==> config.mk <==
export PLATFORM = sky130hd
export DESIGN_NAME = pingpong_buffer_filler
export DESIGN_NICKNAME = d
export VERILOG_FILES = /design/src/rtl/pingpong_buffer_filler.sv
export SDC_FILE = /design/constraint.sdc
export NUM_CORES = 1
export LEC_CHECK = 0
export ABC_AREA = 1
export BUFFER_PORTS_ARGS = -buffer_cell sky130_fd_sc_hd__buf_2
export CELL_PAD_IN_SITES_DETAIL_PLACEMENT = 1
export CELL_PAD_IN_SITES_GLOBAL_PLACEMENT = 2
export CORE_MARGIN = 2
export CORE_UTILIZATION = 34
export DETAILED_ROUTE_END_ITERATION = 12
export PLACE_DENSITY_LB_ADDON = 0.1
export RECOVER_POWER = 100
export SETUP_SLACK_MARGIN = 0.15
export SYNTH_ARGS = -nofsm -noshare
export SYNTH_HDL_FRONTEND = slang
export SYNTH_SLANG_ARGS = --single-unit
==> constraint.sdc <==
create_clock -name master_clock -period 4.1 [get_ports master_clock]
set_input_delay 0.82 -clock master_clock [delete_from_list [all_inputs] [get_ports master_clock]]
set_output_delay 0.82 -clock master_clock [all_outputs]
set_load 0.02 [all_outputs]
==> src/rtl/pingpong_buffer_filler.sv <==
// pingpong_buffer_filler: assembles little-endian 16-bit samples from a byte stream into a two-bank ping-pong sample RAM
// Ports:
//   master_clock, reset_n          clock, async active-low reset
//   src_data/src_valid/src_ready   byte stream from the storage reader (valid/ready)
//   buffer_empty_i                 async bank-release level from the I2S stage (rising edge = release)
//   wr_en/wr_bank/wr_addr/wr_data  RAM write port, one strobe per word
//   buffer_filled_o                registered: bank the I2S stage reads next is full
//   underrun_o                     sticky: a release found the next bank not full
// Build option: MONO_DUP_EN writes every assembled sample twice (L and R slots).
module pingpong_buffer_filler #(
  parameter int BUFFER_ADDR_BITS = 9,
  parameter int BUFFER_WORDS     = 512
) (
  input  logic                        master_clock,
  input  logic                        reset_n,
  input  logic [7:0]                  src_data,
  input  logic                        src_valid,
  output logic                        src_ready,
  input  logic                        buffer_empty_i,
  output logic                        wr_en,
  output logic                        wr_bank,
  output logic [BUFFER_ADDR_BITS-1:0] wr_addr,
  output logic [15:0]                 wr_data,
  output logic                        buffer_filled_o,
  output logic                        underrun_o
);
`ifdef MONO_DUP_EN
  typedef enum logic [2:0] {S_STALL, S_LO, S_HI, S_WR, S_DUP} state_t;
`else
  typedef enum logic [1:0] {S_STALL, S_LO, S_HI, S_WR} state_t;
`endif
  localparam logic [BUFFER_ADDR_BITS-1:0] LAST = BUFFER_ADDR_BITS'(BUFFER_WORDS - 1);
  localparam logic [BUFFER_ADDR_BITS-1:0] ONE  = BUFFER_ADDR_BITS'(1);
  state_t                      state_q, state_d;
  logic [BUFFER_ADDR_BITS-1:0] addr_q, addr_d;
  logic                        bank_q, bank_d;
  logic [7:0]                  lo_q, lo_d;
  logic [15:0]                 data_q, data_d;
  logic [1:0]                  full_q, full_d;
  logic                        rd_q, rd_d;
  logic                        under_q, under_d;
  logic                        filled_q, filled_d;
  logic                        sync1_q, sync2_q, prev_q;
  logic                        ready_q, wr_en_q;
  logic                        hs, rel, fill;
  assign hs              = src_valid & ready_q;
  assign rel             = sync2_q & ~prev_q;
  assign src_ready       = ready_q;
  assign wr_en           = wr_en_q;
  assign wr_bank         = bank_q;
  assign wr_addr         = addr_q;
  assign wr_data         = data_q;
  assign buffer_filled_o = filled_q;
  assign underrun_o      = under_q;
  always_comb begin
    state_d = state_q;
    addr_d  = addr_q;
    bank_d  = bank_q;
    lo_d    = lo_q;
    data_d  = data_q;
    fill    = 1'b0;
    case (state_q)
      S_STALL: state_d = full_q[bank_q] ? S_STALL : S_LO;
      S_LO: if (hs) begin
        lo_d    = src_data;
        state_d = S_HI;
      end
      S_HI: if (hs) begin
        data_d  = {src_data, lo_q};
        state_d = S_WR;
      end
      default: begin
`ifdef MONO_DUP_EN
        // first copy of a pair can never be the last word of a bank (even bank size)
        if (state_q == S_WR) begin
          addr_d  = addr_q + ONE;
          state_d = S_DUP;
        end else
`endif
        if (addr_q == LAST) begin
          fill    = 1'b1;
          bank_d  = ~bank_q;
          addr_d  = '0;
          state_d = S_STALL;
        end else begin
          addr_d  = addr_q + ONE;
          state_d = S_LO;
        end
      end
    endcase
    // fill completion and release never target the same bank in normal operation
    full_d = full_q;
    if (rel) full_d[rd_q] = 1'b0;
    if (fill) full_d[bank_q] = 1'b1;
    rd_d     = rd_q ^ rel;
    // a release is an underrun if the bank handed back was not full or the next one is not ready
    under_d  = under_q | (rel & ~(full_q[rd_q] & full_q[~rd_q]));
    filled_d = full_d[rd_d];
  end
  always_ff @(posedge master_clock or negedge reset_n) begin
    if (!reset_n) begin
      state_q  <= S_STALL;
      addr_q   <= '0;
      bank_q   <= 1'b0;
      lo_q     <= '0;
      data_q   <= '0;
      full_q   <= '0;
      rd_q     <= 1'b0;
      under_q  <= 1'b0;
      filled_q <= 1'b0;
      sync1_q  <= 1'b0;
      sync2_q  <= 1'b0;
      prev_q   <= 1'b0;
      ready_q  <= 1'b0;
      wr_en_q  <= 1'b0;
    end else begin
      state_q  <= state_d;
      addr_q   <= addr_d;
      bank_q   <= bank_d;
      lo_q     <= lo_d;
      data_q   <= data_d;
      full_q   <= full_d;
      rd_q     <= rd_d;
      under_q  <= under_d;
      filled_q <= filled_d;
      sync1_q  <= buffer_empty_i;
      sync2_q  <= sync1_q;
      prev_q   <= sync2_q;
      ready_q  <= state_d inside {S_LO, S_HI};
      wr_en_q  <= !(state_d inside {S_STALL, S_LO, S_HI});
    end
  end
endmodule

== Word level (Yosys, flattened, before mapping) ==
Index checks and enable logic that the tools add are counted.
W data, S select, Z words.

* Logic and storage cells: 73
* Input bits: 12
* Register bits after elaboration: 46
* Output and inout port bits: 30

* Add/sub/neg operators: 1
* Bitwise operators: 14
* Muxes and demuxes: 22
* Eq/ne operators: 5
* Reduce and logical (&&, ||, !) cells: 11
* Magnitude comparators: 6

{| class="wikitable"
|+ Operator list
! kind !! count
|-
| $mux W1 || 14
|-
| $add A9 B1 Y9 const B || 1
|-
| $eq A9 B9 Y1 const B || 1
|-
| $mux W9 || 1
|-
| $lt A1 B2 Y1 const B || 4
|-
| $mux W2 || 4
|-
| $pmux W2 S3 || 1
|-
| $reduce_and A2 Y1 || 3
|-
| $not A1 Y1 || 5
|-
| $and A1 B1 Y1 || 4
|-
| $eq A2 B1 Y1 const B || 2
|-
| $eq A2 B2 Y1 const B || 2
|-
| $logic_not A2 Y1 || 2
|-
| $reduce_bool A3 Y1 || 1
|-
| $reduce_or A3 Y1 || 1
|-
| $and A2 B2 Y2 || 1
|-
| $demux W1 S1 || 2
|-
| $ge A1 B1 Y1 const B || 2
|-
| $logic_and A1 B1 Y1 || 2
|-
| $not A2 Y2 || 1
|-
| $or A2 B2 Y2 || 1
|-
| $reduce_bool A2 Y1 || 1
|-
| $logic_not A1 Y1 || 1
|-
| $or A1 B1 Y1 || 1
|-
| $xor A1 B1 Y1 || 1
|}

== Longest topological paths before layout ==
* Word-level depth: 11
* Mapped depth: 10
* Mapped depth without buffers: 10

== Worst setup path before layout ==
Ideal clock, no wire load.

* Path type: flip-flop to flip-flop
* Start: register addr_q[0] (netlist: wr_addr[0])
* End: register ready_q (netlist: src_ready)
* Cell stages (with the launch flop): 8
* Setup slack: 2172 ps
* Buffers on the path: 0
* Library setup time: 126 ps
* Data arrival time: 1802 ps
* Period minus slack after synthesis: 1928 ps
* Cells stage by stage: dfrtp_1 > ha_1 > nand3_1 > nor4_1 > ha_1 > or2_0 > nand4_1 > ha_1

* Cells in the longest elaborated chain, start to end: 5
* Elaborated cells between the ends (all ways): 6
* Those cells by class: eq/ne: 3; mux: 2; reduce/logical: 1

{| class="wikitable"
|+ RTL lines
! item !! RTL line !! source
|-
| start, declared || 35 || <nowiki>logic [BUFFER_ADDR_BITS-1:0] addr_q, addr_d;</nowiki>
|-
| start signal, assigned || 118 || <nowiki>addr_q <= addr_d;</nowiki>
|-
| $eq A9 B9 Y1 * || 80 || <nowiki>if (addr_q == LAST) begin</nowiki>
|-
| $mux W1 * || 80 ||
|-
| $pmux W2 S3 * || 62 || <nowiki>case (state_q)</nowiki>
|-
| $eq A2 B1 Y1 / $eq A2 B2 Y1 (equally long branches) || 129 || <nowiki>ready_q <= state_d inside {S_LO, S_HI};</nowiki>
|-
| $reduce_bool A2 Y1 * || 129 ||
|-
| end signal, assigned || 129 ||
|-
| end, declared || 44 || <nowiki>logic ready_q, wr_en_q;</nowiki>
|}

Every way passes the cells marked *; elsewhere a longest branch is shown, timed or not.
A chain may end at the register's enable or synchronous reset.

==> results.yml <==
status:
  status: "complete, but fails checks"
  failed_checks: "capacitance limit, slew limit"
global_routing:
  antenna_found_initial: 0
  grt_start_max_net_pins: 47
  overflow: 0
  grt_pass1_wl_um: 7210
  grt_pass1_vias: 1519
  grt_usage_pct: 14.8
die:
  ios: 42
  dieArea_um2: 6180
  die_height_um: 78.6
  rows: 27
  coreArea_um2: 5440
  die_w_um: 78.6
  start_util_pct: 34.8
critical_path:
  r2r_setup_slack_ns: 1.80
  critical_path.top_delay_family: "buffers and inverters"
  path_max_fanout: 46
  timing.rr.start: "wr_addr[0]"
  worstPathRequired_ns: 4.00
  critPathMaxStageDelay_ns: 1.72
  path_cells: "clkbuf_1"
  reg2reg_depth: 10
  crit_path_start_kind: "input pin"
  arrival_ns: 2.57
  worst-path-buf-inv: 1
  endpoint_kind: "async pin"
  worstSetupPathType: "input pin to async pin"
  slowest_stage: "clkbuf_1"
  reg2reg_to: "buffer_filled_o"
finish:
  antenna_cells: 0
  syn_to_final_growth_pct: 16.2
  num-nets-final: 266
  drive_gt1_share_pct: 8.37
  fillers: 672
  fin_util_pct: 40.5
yosys:
  synthSimpleGateAreaFrac_pct: 18.3
  yosysTopAreaCell: "dfrtp_1"
  synth.area.mux_share_pct: 0.528
  yosysUniqueCellTypes: 23
  synth_top_family_by_area: "simple AND/OR/NAND/NOR gates"
  ys_top_cells_by_count: "58 x nand2_1, 46 x dfrtp_1, 30 x inv_1, 28 x o21ai_0, 12 x nor2_1"
  synth-edff-count: 0
  synthCells: 206
  synth.cell_area_um2: 1890
  async_flop_share_pct: 100
  synth.most_common_cell: "nand2_1"
  ys_ff_latch: 46
  yosys.area_share.xor_xnor_pct: 0
  synth_compound_area_share_pct: 9.84
  synth_ff_type: "dfrtp_1"
  synth.top_cell.area_share_pct: 60.8
  synthAdderAreaFrac_pct: 2.64
  syn_avg_cell_area_um2: 9.20
  yosys_warnings: 0
  ys_seq_area_share_pct: 60.8
  synth_area_leaders: "dfrtp_1 61%, nand2_1 11%, o21ai_0 7.4%"
  syn_nets: 222
timing:
  hold_viol: 0
  relSlewSlack_pct: -64.5
  finalCritPeriodShare_pct: 65.2
  fmax_ghz: 0.374
  setup_viol: 0
  finalSetupTns_ns: 0
  rsz0062_at_grt: "false"
  drv_slew: 47
  fin_crit_ns: 2.67
  skew_ns: 0.00938
  worst_pin_slew_ns: 2.47
clock_tree:
  cts_hold_buf: 0
  cts_setup_buffers: 0
  ctsHtreeMaxLevel: 2
  cts_root_buf: "clkbuf_8"
  cts_tree: "done"
  cts-buffers-inserted: 5
  clockBufferDepth: 2
  cts.repair.resized: 0
  clk_latency_ns: 0.30
  clock_sinks: 46
  clk_pin_slew_worst_paths_ns: 0.09
min_path:
  hold_path.class: "flop to flop"
  holdCritStartpoint: "sync1_q"
  holdPathEnd: "sync2_q"
  min_delay_path_depth: 0
power:
  p_total_mw: 1.45
  power.density_nw_per_um2: 656
  vdd_drop_max_v: 0.000235
  cellLeakagePower_nw: 1.11
route:
  drc_errors: 0
  wirelength_um: 4040
  drt-pass1-iter-count: 4
  drt-vias-per-instance: 4.53
  drt_iter0_markers: 36
  via_count: 1463
  wl_per_cell_um: 12.5
  drtAntennaViolNets: 0
place:
  dp_hpwl_um: 2930
  gp_congestion: 0.689
  portBuffers: 41
flow_run:
  cap_violations: 1
==> flip-flops by register name, indices dropped and copies added (netlist names) <==
name / count
buffer_filled_o: 1
full_q: 2
lo_q: 8
prev_q: 1
rd_q: 1
src_ready: 1
state_q: 2
sync1_q: 1
sync2_q: 1
underrun_o: 1
wr_addr: 9
wr_bank: 1
wr_data: 16
wr_en: 1
==> cells in the final DEF, fill, tap and decap left out <==
cell       synthesis  final
a21oi_1            4      4
nand3_1            6      6
buf_2              3     10
inv_6              0      1
nand4_1            1      1
ha_1               4      4
nor3_1             2      2
inv_1             30     30
nand2_1           58     59
o2111ai_1          1      1
dfrtp_1           46     46
a31o_2             1      1
nor4_1             1      1
nor2_4             1      1
mux2i_1            1      1
clkbuf_8           0      5
o21ai_0           28     29
or2_0              1      1
inv_2              1      1
clkbuf_1           0     32
clkinv_2           0      2
nor3b_1            1      1
nor2_1            12     12
==> worst register-to-register path, delay by kind of cell, from the launching register on <==
| family | cells | cell delay, ns |
|---|---|---|
| compound gates | 1 | 0.25 |
| flops | 1 | 0.42 |
| fa+ha+maj | 2 | 0.49 |
| buf+inv | 2 | 0.24 |
| simple gates | 5 | 0.87 |
==> stage by stage <==
stage	hold WS [ns]	setup slack, ns	area, um2	cells
6_report	0.361	1.43	2200	323
4_1_cts	0.364	1.87	2250	323
2_1_floorplan	0.331	2.17	1890	206
3_3_place_gp	0.333	1.88	2160	315
5_1_grt	0.377	0.889	2200	323
3_5_place_dp	0.341	1.87	2160	315
==> power breakdown <==
part	total (mW)	internal [mW]	switching [mW]	leakage, nW
combinational	0.464	0.138	0.326	0.472
sequential	0.701	0.600	0.101	0.585
clock	0.280	0.120	0.160	0.0483
total	1.45	0.858	0.587	1.11
==> layout make-up <==
class	count	area, um2	area share (%)
Clock buffer	5	68.8	3.13
Clock inverter	3	18.8	0.852
Inverter	31	116	5.28
Multi-Input combinational cell	124	587	26.6
Sequential cell	46	1150	52.3
Tap cell	72	90.1	4.09
Timing Repair Buffer	42	170	7.73
==> logic make-up after synthesis <==
family,Yosys count
AOI/OAI and AO/OA,35
buffers and inverters,36
and+or+nand+nor,84
adders and majority gates,4
muxes,1
DFF,46
==> worst max-delay path by stage <==
| stage | from | endpoint | slack (ns) | depth (start not counted) |
|---|---|---|---|---|
| CTS | wr_addr[0] | buffer_filled_o | 1.87 | 10 |
| global placement | wr_addr[0] | buffer_filled_o | 1.88 | 10 |
| floorplan | wr_addr[0] | src_ready | 2.17 | 7 |
| finish | reset_n | wr_addr[2] | 1.43 | 1 |
| global route | reset_n | wr_addr[0] | 0.89 | 1 |
| detailed placement | wr_addr[0] | buffer_filled_o | 1.87 | 10 |
==> layer usage <==
metal | wire (um) | track usage [%] | vias up
met4 | 44 | 4.74 | 0
met2 | 1990 | 24.6 | 23
met1 | 1840 | 18.8 | 704
met5 | 0 | 0 | -
met3 | 164 | 4.02 | 5
li1 | - | - | 731
Power figures use the tool's default switching activity.
